[src/rtl/ad9122_cfg_seq_if.sv]
// Request/response bus between the configuration sequencer and the AD9122 SPI engine.
// Latency: none, wires only.
// Backpressure: none on the bus; the sequencer keeps at most one request outstanding until spi_done.
// Ports: spi_addr, spi_wdata, spi_wr_req, spi_rd_req (sequencer -> engine);
//        spi_rdata, spi_done (engine -> sequencer). master = sequencer, slave = engine.
interface ad9122_cfg_seq_if;
  logic [7:0] spi_addr;
  logic [7:0] spi_wdata;
  logic       spi_wr_req;
  logic       spi_rd_req;
  logic [7:0] spi_rdata;
  logic       spi_done;

  modport master (
    output spi_addr, spi_wdata, spi_wr_req, spi_rd_req,
    input  spi_rdata, spi_done
  );

  modport slave (
    input  spi_addr, spi_wdata, spi_wr_req, spi_rd_req,
    output spi_rdata, spi_done
  );
endinterface

[src/rtl/ad9122_cfg_seq.sv]
// AD9122 init-table sequencer plus host single-access arbiter in front of the SPI engine.
// Latency: first engine request 2 cycles after start; SETTLE_CYC+2 cycles from spi_done to the next request.
// Backpressure: one engine request outstanding at a time; host_req is held off while init runs.
// Ports: clk/rst; start; tbl_idx -> ROM, tbl_addr/tbl_data <- ROM (combinational);
//        host_req/host_wr/host_addr/host_wdata in, host_ack/host_rdata out;
//        spi (ad9122_cfg_seq_if.master) to the engine; busy/init_done/err/err_idx status.
// Option: define AD9122_CFG_VERIFY_EN to read back every table write and retry on mismatch.
module ad9122_cfg_seq #(
  parameter int NUM_ENTRIES = 32,
  parameter int IDX_W       = 8,
  parameter int SETTLE_CYC  = 16,
  parameter int TIMEOUT_CYC = 4096,
  parameter int MAX_RETRY   = 3
) (
  input  logic             clk,
  input  logic             rst,
  input  logic             start,
  output logic [IDX_W-1:0] tbl_idx,
  input  logic [7:0]       tbl_addr,
  input  logic [7:0]       tbl_data,
  input  logic             host_req,
  input  logic             host_wr,
  input  logic [7:0]       host_addr,
  input  logic [7:0]       host_wdata,
  output logic             host_ack,
  output logic [7:0]       host_rdata,
  ad9122_cfg_seq_if.master spi,
  output logic             busy,
  output logic             init_done,
  output logic             err,
  output logic [IDX_W-1:0] err_idx
);

  localparam int CNT_MAX = (TIMEOUT_CYC > SETTLE_CYC) ? TIMEOUT_CYC : SETTLE_CYC;
  localparam int CNT_W   = $clog2(CNT_MAX + 1);

  if (NUM_ENTRIES < 1 || NUM_ENTRIES > 256 || SETTLE_CYC < 1 || TIMEOUT_CYC < 1 ||
      MAX_RETRY < 0 || (1 << IDX_W) < NUM_ENTRIES) begin : g_cfg_check
    $error("ad9122_cfg_seq: illegal parameter set");
  end

  typedef enum logic [3:0] {
    IDLE, ISSUE, WAIT, GAP, HOST_ISSUE, HOST_WAIT, DONE, ERR
`ifdef AD9122_CFG_VERIFY_EN
    , VERIFY_ISSUE, VERIFY_WAIT
`endif
  } state_t;

  state_t           state, state_nxt;
  logic [CNT_W-1:0] cnt, cnt_nxt;
  logic [IDX_W-1:0] idx_nxt, err_idx_nxt;
  logic             in_host, in_host_nxt;   // GAP belongs to a host access, not a table entry
  logic             host_wr_q, host_wr_nxt;
  logic [7:0]       addr_nxt, wdata_nxt, rdata_nxt;
  logic             wr_req_nxt, rd_req_nxt, ack_nxt, init_done_nxt, err_nxt;
  logic             last_entry, timed_out;
`ifdef AD9122_CFG_VERIFY_EN
  localparam int RETRY_W = (MAX_RETRY > 0) ? $clog2(MAX_RETRY + 1) : 1;
  logic [RETRY_W-1:0] retry, retry_nxt;
`endif

  assign last_entry = (tbl_idx == IDX_W'(NUM_ENTRIES - 1));
  assign timed_out  = (cnt == CNT_W'(TIMEOUT_CYC - 1));

  always_comb begin
    state_nxt     = state;
    cnt_nxt       = cnt;
    idx_nxt       = tbl_idx;
    in_host_nxt   = in_host;
    host_wr_nxt   = host_wr_q;
    addr_nxt      = spi.spi_addr;
    wdata_nxt     = spi.spi_wdata;
    wr_req_nxt    = 1'b0;
    rd_req_nxt    = 1'b0;
    ack_nxt       = 1'b0;
    rdata_nxt     = host_rdata;
    init_done_nxt = init_done;
    err_nxt       = err;
    err_idx_nxt   = err_idx;
`ifdef AD9122_CFG_VERIFY_EN
    retry_nxt     = retry;
`endif
    case (state)
      IDLE: begin
        if (start) begin
          state_nxt     = ISSUE;
          idx_nxt       = '0;
          init_done_nxt = 1'b0;
          err_nxt       = 1'b0;
`ifdef AD9122_CFG_VERIFY_EN
          retry_nxt     = '0;
`endif
        end else if (host_req && !host_ack) begin
          // host_ack is still high in the cycle a timed-out access returns here;
          // the old request level must not start a second access.
          state_nxt = HOST_ISSUE;
        end
      end
      ISSUE: begin
        addr_nxt    = tbl_addr;
        wdata_nxt   = tbl_data;
        wr_req_nxt  = 1'b1;
        cnt_nxt     = '0;
        in_host_nxt = 1'b0;
        state_nxt   = WAIT;
      end
      WAIT: begin
        if (spi.spi_done) begin
          cnt_nxt   = '0;
          state_nxt = GAP;
        end else if (timed_out) begin
          err_nxt     = 1'b1;
          err_idx_nxt = tbl_idx;
          state_nxt   = ERR;
        end else begin
          cnt_nxt = cnt + 1'b1;
        end
      end
      GAP: begin
        if (cnt != CNT_W'(SETTLE_CYC - 1)) begin
          cnt_nxt = cnt + 1'b1;
        end else if (in_host) begin
          state_nxt = IDLE;
`ifdef AD9122_CFG_VERIFY_EN
        end else begin
          state_nxt = VERIFY_ISSUE;
        end
`else
        end else if (last_entry) begin
          state_nxt = DONE;
        end else begin
          idx_nxt   = tbl_idx + 1'b1;
          state_nxt = ISSUE;
        end
`endif
      end
`ifdef AD9122_CFG_VERIFY_EN
      VERIFY_ISSUE: begin
        addr_nxt   = tbl_addr;
        rd_req_nxt = 1'b1;
        cnt_nxt    = '0;
        state_nxt  = VERIFY_WAIT;
      end
      VERIFY_WAIT: begin
        if (spi.spi_done) begin
          if (spi.spi_rdata == tbl_data) begin
            retry_nxt = '0;
            if (last_entry) begin
              state_nxt = DONE;
            end else begin
              idx_nxt   = tbl_idx + 1'b1;
              state_nxt = ISSUE;
            end
          end else if (retry == RETRY_W'(MAX_RETRY)) begin
            err_nxt     = 1'b1;
            err_idx_nxt = tbl_idx;
            state_nxt   = ERR;
          end else begin
            retry_nxt = retry + 1'b1;
            state_nxt = ISSUE;       // rewrite the same entry
          end
        end else if (timed_out) begin
          err_nxt     = 1'b1;
          err_idx_nxt = tbl_idx;
          state_nxt   = ERR;
        end else begin
          cnt_nxt = cnt + 1'b1;
        end
      end
`endif
      HOST_ISSUE: begin
        addr_nxt    = host_addr;
        wdata_nxt   = host_wdata;
        host_wr_nxt = host_wr;
        wr_req_nxt  = host_wr;
        rd_req_nxt  = !host_wr;
        cnt_nxt     = '0;
        in_host_nxt = 1'b1;
        state_nxt   = HOST_WAIT;
      end
      HOST_WAIT: begin
        if (spi.spi_done) begin
          if (!host_wr_q) rdata_nxt = spi.spi_rdata;
          ack_nxt   = 1'b1;
          cnt_nxt   = '0;
          state_nxt = GAP;
        end else if (timed_out) begin
          err_nxt   = 1'b1;
          ack_nxt   = 1'b1;
          rdata_nxt = 8'h00;
          state_nxt = IDLE;
        end else begin
          cnt_nxt = cnt + 1'b1;
        end
      end
      DONE: begin
        init_done_nxt = 1'b1;
        state_nxt     = IDLE;
      end
      ERR:     state_nxt = IDLE;
      default: state_nxt = IDLE;
    endcase
  end

  always_ff @(posedge clk or posedge rst) begin
    if (rst) begin
      state          <= IDLE;
      cnt            <= '0;
      tbl_idx        <= '0;
      in_host        <= 1'b0;
      host_wr_q      <= 1'b0;
      spi.spi_addr   <= 8'h00;
      spi.spi_wdata  <= 8'h00;
      spi.spi_wr_req <= 1'b0;
      spi.spi_rd_req <= 1'b0;
      host_ack       <= 1'b0;
      host_rdata     <= 8'h00;
      busy           <= 1'b0;
      init_done      <= 1'b0;
      err            <= 1'b0;
      err_idx        <= '0;
`ifdef AD9122_CFG_VERIFY_EN
      retry          <= '0;
`endif
    end else begin
      state          <= state_nxt;
      cnt            <= cnt_nxt;
      tbl_idx        <= idx_nxt;
      in_host        <= in_host_nxt;
      host_wr_q      <= host_wr_nxt;
      spi.spi_addr   <= addr_nxt;
      spi.spi_wdata  <= wdata_nxt;
      spi.spi_wr_req <= wr_req_nxt;
      spi.spi_rd_req <= rd_req_nxt;
      host_ack       <= ack_nxt;
      host_rdata     <= rdata_nxt;
      busy           <= (state_nxt != IDLE);   // registered, so it tracks state exactly
      init_done      <= init_done_nxt;
      err            <= err_nxt;
      err_idx        <= err_idx_nxt;
`ifdef AD9122_CFG_VERIFY_EN
      retry          <= retry_nxt;
`endif
    end
  end

endmodule
[src/flat_wrapper.sv]
// flat-port wrapper written by rule: the top's interface ports become plain ports
module ad9122_cfg_seq_flat 
#(
  parameter int NUM_ENTRIES = 32,
  parameter int IDX_W       = 8,
  parameter int SETTLE_CYC  = 16,
  parameter int TIMEOUT_CYC = 4096,
  parameter int MAX_RETRY   = 3
)
  (clk, rst, start, tbl_idx, tbl_addr, tbl_data, host_req, host_wr, host_addr, host_wdata, host_ack, host_rdata, busy, init_done, err, err_idx, spi_spi_addr, spi_spi_wdata, spi_spi_wr_req, spi_spi_rd_req, spi_spi_rdata, spi_spi_done);
  ad9122_cfg_seq_if spi_i ();
  input  logic clk;
  input  logic rst;
  input  logic start;
  output logic [IDX_W-1:0] tbl_idx;
  input  logic [7:0] tbl_addr;
  input  logic [7:0] tbl_data;
  input  logic host_req;
  input  logic host_wr;
  input  logic [7:0] host_addr;
  input  logic [7:0] host_wdata;
  output logic host_ack;
  output logic [7:0] host_rdata;
  output logic busy;
  output logic init_done;
  output logic err;
  output logic [IDX_W-1:0] err_idx;
  output wire logic [$bits(spi_i.spi_addr)-1:0] spi_spi_addr;
  output wire logic [$bits(spi_i.spi_wdata)-1:0] spi_spi_wdata;
  output wire logic [$bits(spi_i.spi_wr_req)-1:0] spi_spi_wr_req;
  output wire logic [$bits(spi_i.spi_rd_req)-1:0] spi_spi_rd_req;
  input wire logic [$bits(spi_i.spi_rdata)-1:0] spi_spi_rdata;
  input wire logic [$bits(spi_i.spi_done)-1:0] spi_spi_done;
  assign spi_spi_addr = spi_i.spi_addr;
  assign spi_spi_wdata = spi_i.spi_wdata;
  assign spi_spi_wr_req = spi_i.spi_wr_req;
  assign spi_spi_rd_req = spi_i.spi_rd_req;
  assign spi_i.spi_rdata = spi_spi_rdata;
  assign spi_i.spi_done = spi_spi_done;
  ad9122_cfg_seq #(.NUM_ENTRIES(NUM_ENTRIES), .IDX_W(IDX_W), .SETTLE_CYC(SETTLE_CYC), .TIMEOUT_CYC(TIMEOUT_CYC), .MAX_RETRY(MAX_RETRY)) u_core (.clk(clk), .rst(rst), .start(start), .tbl_idx(tbl_idx), .tbl_addr(tbl_addr), .tbl_data(tbl_data), .host_req(host_req), .host_wr(host_wr), .host_addr(host_addr), .host_wdata(host_wdata), .host_ack(host_ack), .host_rdata(host_rdata), .spi(spi_i), .busy(busy), .init_done(init_done), .err(err), .err_idx(err_idx));
endmodule
[config.mk]
export PLATFORM = sky130hd
export DESIGN_NAME = ad9122_cfg_seq_flat
export DESIGN_NICKNAME = d
export VERILOG_FILES = /design/src/rtl/ad9122_cfg_seq_if.sv /design/src/rtl/ad9122_cfg_seq.sv /design/src/flat_wrapper.sv
export SDC_FILE = /design/constraint.sdc
export NUM_CORES = 1
export LEC_CHECK = 0
export CAP_MARGIN = 20
export CORE_ASPECT_RATIO = 0.9
export CORE_MARGIN = 2
export CORE_UTILIZATION = 53
export CTS_BUF_LIST = sky130_fd_sc_hd__clkbuf_4
export DETAILED_ROUTE_END_ITERATION = 7
export GPL_TIMING_DRIVEN = 1
export PLACE_DENSITY_LB_ADDON = 0.2
export SLEW_MARGIN = 10
export SYNTH_ARGS = -nofsm -noshare
export SYNTH_HDL_FRONTEND = slang
export SYNTH_SLANG_ARGS = --single-unit
[constraint.sdc]
create_clock -name clk -period 3.6 [get_ports clk]
set_clock_uncertainty 0.1 [all_clocks]
set_input_delay 1.08 -clock clk [delete_from_list [all_inputs] [get_ports clk]]
set_output_delay 1.08 -clock clk [all_outputs]
set_load 0.005 [all_outputs]
== After elaboration in Yosys (flattened, before gate mapping) ==
Cells that the tools add are included.
Widths: inputs -> output; s select.

* Register bits after elaboration: 65
* Bits in latches: 0
* RAM bits: 0
* Bits in read-only memories: 0
* Output and inout port bits: 46
* Logic and storage cells: 90
* Memories: 0

* Add/sub/neg operators: 2
* $mul: 0
* Div/mod/pow operators: 0
* Order comparisons: 0
* Equal/unequal tests: 18
* Shift operators: 0
* Mux-type cells: 35
* Bitwise logic cells: 1
* Reduce and logical (&&, ||, !) cells: 19

{| class="wikitable"
|+ Operators by type and width
! operator !! count
|-
| $mux 8 || 7
|-
| $pmux 8 s2 || 3
|-
| $mux 13 || 3
|-
| $pmux 13 s3 || 1
|-
| $mux 4 || 8
|-
| $pmux 4 s6 || 1
|-
| $add 13x1->13 const B || 1
|-
| $eq 13x12->1 const B || 1
|-
| $ne 13x4->1 const B || 1
|-
| $eq 4x3->1 const B || 3
|-
| $ne 2x2->1 const B || 6
|-
| $reduce_bool 2->1 || 5
|-
| $reduce_and 3->1 || 3
|-
| $add 8x1->8 const B || 1
|-
| $eq 4x2->1 const B || 2
|-
| $eq 8x5->1 const B || 1
|-
| $pmux 1 s2 || 4
|-
| $mux 1 || 7
|-
| $reduce_and 5->1 || 1
|-
| $eq 4x1->1 const B || 1
|-
| $logic_not 4->1 || 1
|-
| $ne 2x1->1 const B || 2
|-
| $reduce_and 4->1 || 1
|-
| $reduce_bool 4->1 || 1
|-
| other kinds (8) || 10
|}

== Longest topological paths before layout ==
* Word-level depth: 6
* Mapped depth: 8

== Worst setup path before layout ==
OpenSTA, ideal clock, no wires.

* Path kind: input to register
* Start point: input spi_spi_done
* End point: register u_core.cnt[11]
* Setup time: 0.078 ns
* Arrival: 2.402 ns
* Data required time: 3.422 ns
* Setup slack: 1.020 ns
* Stages on the path: 6
* Path buffers: 1
* Cell sequence: or3b_2 > nor4_1 > o21a_1 > clkbuf_1 > o31ai_1 > a21oi_1

* Cells in the longest elaborated chain, start to end: 2
* Elaborated cells on any way between the ends: 4
* Those cells by class: 1 x eq/ne; 2 x mux; 1 x reduce/logical

{| class="wikitable"
|+ Ends and longest elaborated chain
! what !! line !! text
|-
| start: declaration || flat_wrapper.sv:33 || <nowiki>input wire logic [$bits(spi_i.spi_done)-1:0] spi_spi_done;</nowiki>
|-
| $ne 3x3->1 (no line) / $mux 13 (equally long branches) || n/a ||
|-
| $reduce_and 3->1 (no line) / $pmux 13 s3 (equally long branches) || n/a ||
|-
| end signal: assignment || ad9122_cfg_seq.sv:227 || <nowiki>cnt <= cnt_nxt;</nowiki>
|-
| end: declaration || ad9122_cfg_seq.sv:50 || <nowiki>logic [CNT_W-1:0] cnt, cnt_nxt;</nowiki>
|}

Several ways; a longest one is shown, not always the timed one.
A chain may end at the register's enable or synchronous reset.

== Worst setup path in the final report ==
* Start point: input spi_spi_done
* End point: register u_core.cnt[10]

The elaborated chain is that of the path after synthesis.

==> run_results.csv <==
group,metric,value,unit
timing,tightest_slew,0.9010,ns
placement,portBuffers,91,
final_layout,final_area,4427,um^2
timing,min_period,2.869,ns
setup_path,path_delay_family,"simple AND/OR/NAND/NOR gates",
timing,final.setup.worst_slack,0.7314,ns
setup_path,crit_cells,6,
final_layout,fillers,440,
setup_path,crit_buf_inv,1,
synthesis,synthCells,358,
placement,place_area,4289,um^2
synthesis,synth-edff-count,0,
worst_hold_path,hp-class,"reg -> reg",
synthesis,yosysWarningCount,0,
floorplan,dieWidth,87.04,um
worst_hold_path,whs_path_depth,2,
timing,slew_headroom,0.3909,
floorplan,coreArea,6047,um^2
final_layout,antennaDiodeCount,0,
placement,hpwl,5758,um
setup_path,critPathArrivalTime,3.05,ns
global_route,antenna_found_initial,0,
synthesis,synth_top_area_cell,"dfrtp_1",
cts,clkTransAtPathRegs,0.11,ns
final_layout,layout-drive-gt1-share,0.07205,
setup_path,max_stage_delay,0.75,ns
setup_path,path_class,"in -> reg",
setup_path,critPathSlowestCell,"nor4b_1",
global_route,track_usage,0.2396,
detailed_routing,drt_first_pass_iters,4,
setup_path,endpoint_kind,"register",
final_layout,nNetsFinal,501,
setup_path,cp_max_fo,5,
floorplan,start_util,0.5440,
floorplan,rows,27,
detailed_routing,vias,3066,
timing,fin_crit_sh,0.7968,
global_route,grt_pass1_vias,2811,
cts,clock_latency,0.41,ns
detailed_routing,antenna_left,0,
setup_path,crit_path_start_kind,"input port",
cts,root_buffer,"clkbuf_4",
run,cap_viol_max_count,0,
detailed_routing,wl,7977,um
cts,cts-buffers-inserted,9,
floorplan,die_area,6854,um^2
timing,max_freq,0.3486,GHz
cts,clock_sinks,65,
floorplan,ioPinCount,92,
timing,hold_viol_final,0,
outcome,outcome,"finished, final reports clean",
setup_path,reg2reg_from,"u_core.cnt[0]$_DFFE_PP0P_",
detailed_routing,drc,0,
floorplan,die_h,78.74,um
cts,cts_tree,"built",
cts,htreeDepth,3,
synthesis,ys_seq_area_frac,0.4945,
pwr,irDropWorstVdd,0.0003671,V
synthesis,synth-seq-cells,65,
global_route,grt_max_degree,35,
synthesis,avgSynthCellArea,9.188,um^2
setup_path,reg2reg_depth,6,
timing,finalSetupViolations,0,
cts,cts_resized,0,
cts,ctsHoldBuffers,0,
placement,gp_congestion,0.9233,
timing,fin_hold_ws,0.3770,ns
global_route,grt_overflow,0,
detailed_routing,dr.first_iter.drc_count,140,
global_route,grt_pass1_wl,13000,um
final_layout,final_common_cell,"clkdlybuf4s50_1",
setup_path,cp-startpoint,"spi_spi_done",
synthesis,synth_cell_types,49,
final_layout,syn_to_final_growth,34.58,%
setup_path,worstPathRequired,3.78,ns
worst_hold_path,hold_start,"u_core.err_idx[0]$_DFFE_PP0P_",
final_layout,final_util,0.7321,
synthesis,yosysTopAreaCellShare,0.4945,
final_layout,layout_common_cells,"91 x clkdlybuf4s50_1, 82 x nand2_1, 65 x dfrtp_1",
timing,finalSetupTns,0,ns
pwr,power_leakage,1.910,nW
detailed_routing,detail_route.vias_per_cell,5.785,
cts,clock_path_buffers,2,
synthesis,synthesis.nets,406,
synthesis,async_flop_share,1.000,
timing,rsz0062_at_grt,"false",
cts,postCtsSetupBuffers,0,
timing,slew_viol_final,0,
synthesis,syn-cell-area,3289,um^2
synthesis,ys_top_cells_by_area,"dfrtp_1 49%, nand2_1 9.4%, mux2i_1 5.8%, o21ai_0 4.9%, or4_1 3.0%",
placement,place_ws,0.3446,ns
setup_path,path_cells,"clkdlybuf4s50_1, nor2_1, nor4b_1, a2111oi_0, or4b_1, a21oi_1",
pwr,p_per_area,519.3,nW/um^2
synthesis,synthFlopType,"dfrtp_1",
detailed_routing,avgRoutedWirePerCell,15.05,um
## area by class of cell
cell class / instances / area (um^2) / share of cell area
clock buffers: 9 / 67.56 / 0.01526
clock inverters: 7 / 70.07 / 0.01583
inverters: 5 / 18.77 / 0.004240
multi-input cells: 273 / 1583 / 0.3575
flip-flops and latches: 65 / 1627 / 0.3674
well taps: 72 / 90.09 / 0.02035
repair buffers: 99 / 970.9 / 0.2193
## worst register-to-register path: stages (launching register included)
cell       delay [ns]
dfrtp_1          0.40
ha_1             0.24
nand3_1          0.17
nor4b_1          0.82
a2111oi_0        0.30
or4b_1           0.24
a21oi_1          0.06
## report_power, final
part	switching (mW)	total [mW]	internal [mW]
Clock	0.276	0.486	0.210
Combinational	0.355	0.788	0.433
Sequential	0.139	1.02	0.886
## per-layer routing
metal | share of wire | track usage | up-vias
met1 | 0.44 | 0.3141 | 1448
met5 | 0 | 0 | -
met3 | 0.061 | 0.06029 | 14
met2 | 0.49 | 0.3817 | 115
li1 | - | - | 1489
met4 | 0.017 | 0.09375 | 0
## registers in the layout, indices dropped and copies added, names as in the netlist
register and count:
u_core.tbl_idx 8, u_core.init_done 1, u_core.spi.spi_addr 8, u_core.err_idx 8, u_core.spi.spi_wr_req 1, u_core.busy 1, u_core.spi.spi_rd_req 1, u_core.host_wr_q 1
u_core.spi.spi_wdata 8, u_core.host_rdata 8, u_core.host_ack 1, u_core.err 1, u_core.in_host 1, u_core.state 4, u_core.cnt 13
## metrics by stage
stage / total power, mW / std cells
floorplan: 1.425 / 358
global placement: 1.792 / 514
detailed placement: 1.823 / 514
CTS: 2.316 / 530
global route: 2.448 / 530
finish: 2.299 / 530
## final timing paths
path,end,slack (ns)
setup / recovery,u_core.cnt[10]$_DFFE_PP0P_,0.73
max in group asynchronous,u_core.spi.spi_addr[0]$_DFFE_PP0P_,1.81
setup reg to reg,u_core.cnt[10]$_DFFE_PP0P_,1.14
min in group asynchronous,u_core.host_rdata[0]$_DFFE_PP0P_,0.88
hold / removal,u_core.err_idx[0]$_DFFE_PP0P_,0.38
hold reg to reg,u_core.err_idx[0]$_DFFE_PP0P_,0.38
## synthesized netlist by cell type, types with 3 or more instances
cell type,instances
buf_2,3
nand3_1,9
dfrtp_1,65
nor2_1,18
nand4_1,6
inv_1,5
o21ai_0,32
and3_1,4
nand2b_1,6
nor2b_1,3
nor4b_1,5
o31ai_1,10
or4b_1,3
mux2i_1,19
nor4_1,5
or4_1,13
nand3b_1,3
nor3_1,4
a21oi_1,15
clkbuf_1,11
nand2_1,82
## kinds of logic after synthesis
family | count (synthesis) | synth area share
XOR/XNOR | 2 | 0.005326
buffers and inverters | 20 | 0.02510
AO/OA/AOI/OAI | 71 | 0.1274
flip-flops | 65 | 0.4945
AND/OR/NAND/NOR | 178 | 0.2811
multiplexers | 19 | 0.05782
other | 1 | 0.001140
adder cells (fa/ha/maj) | 2 | 0.007606
Power figures use the tool's default switching activity.
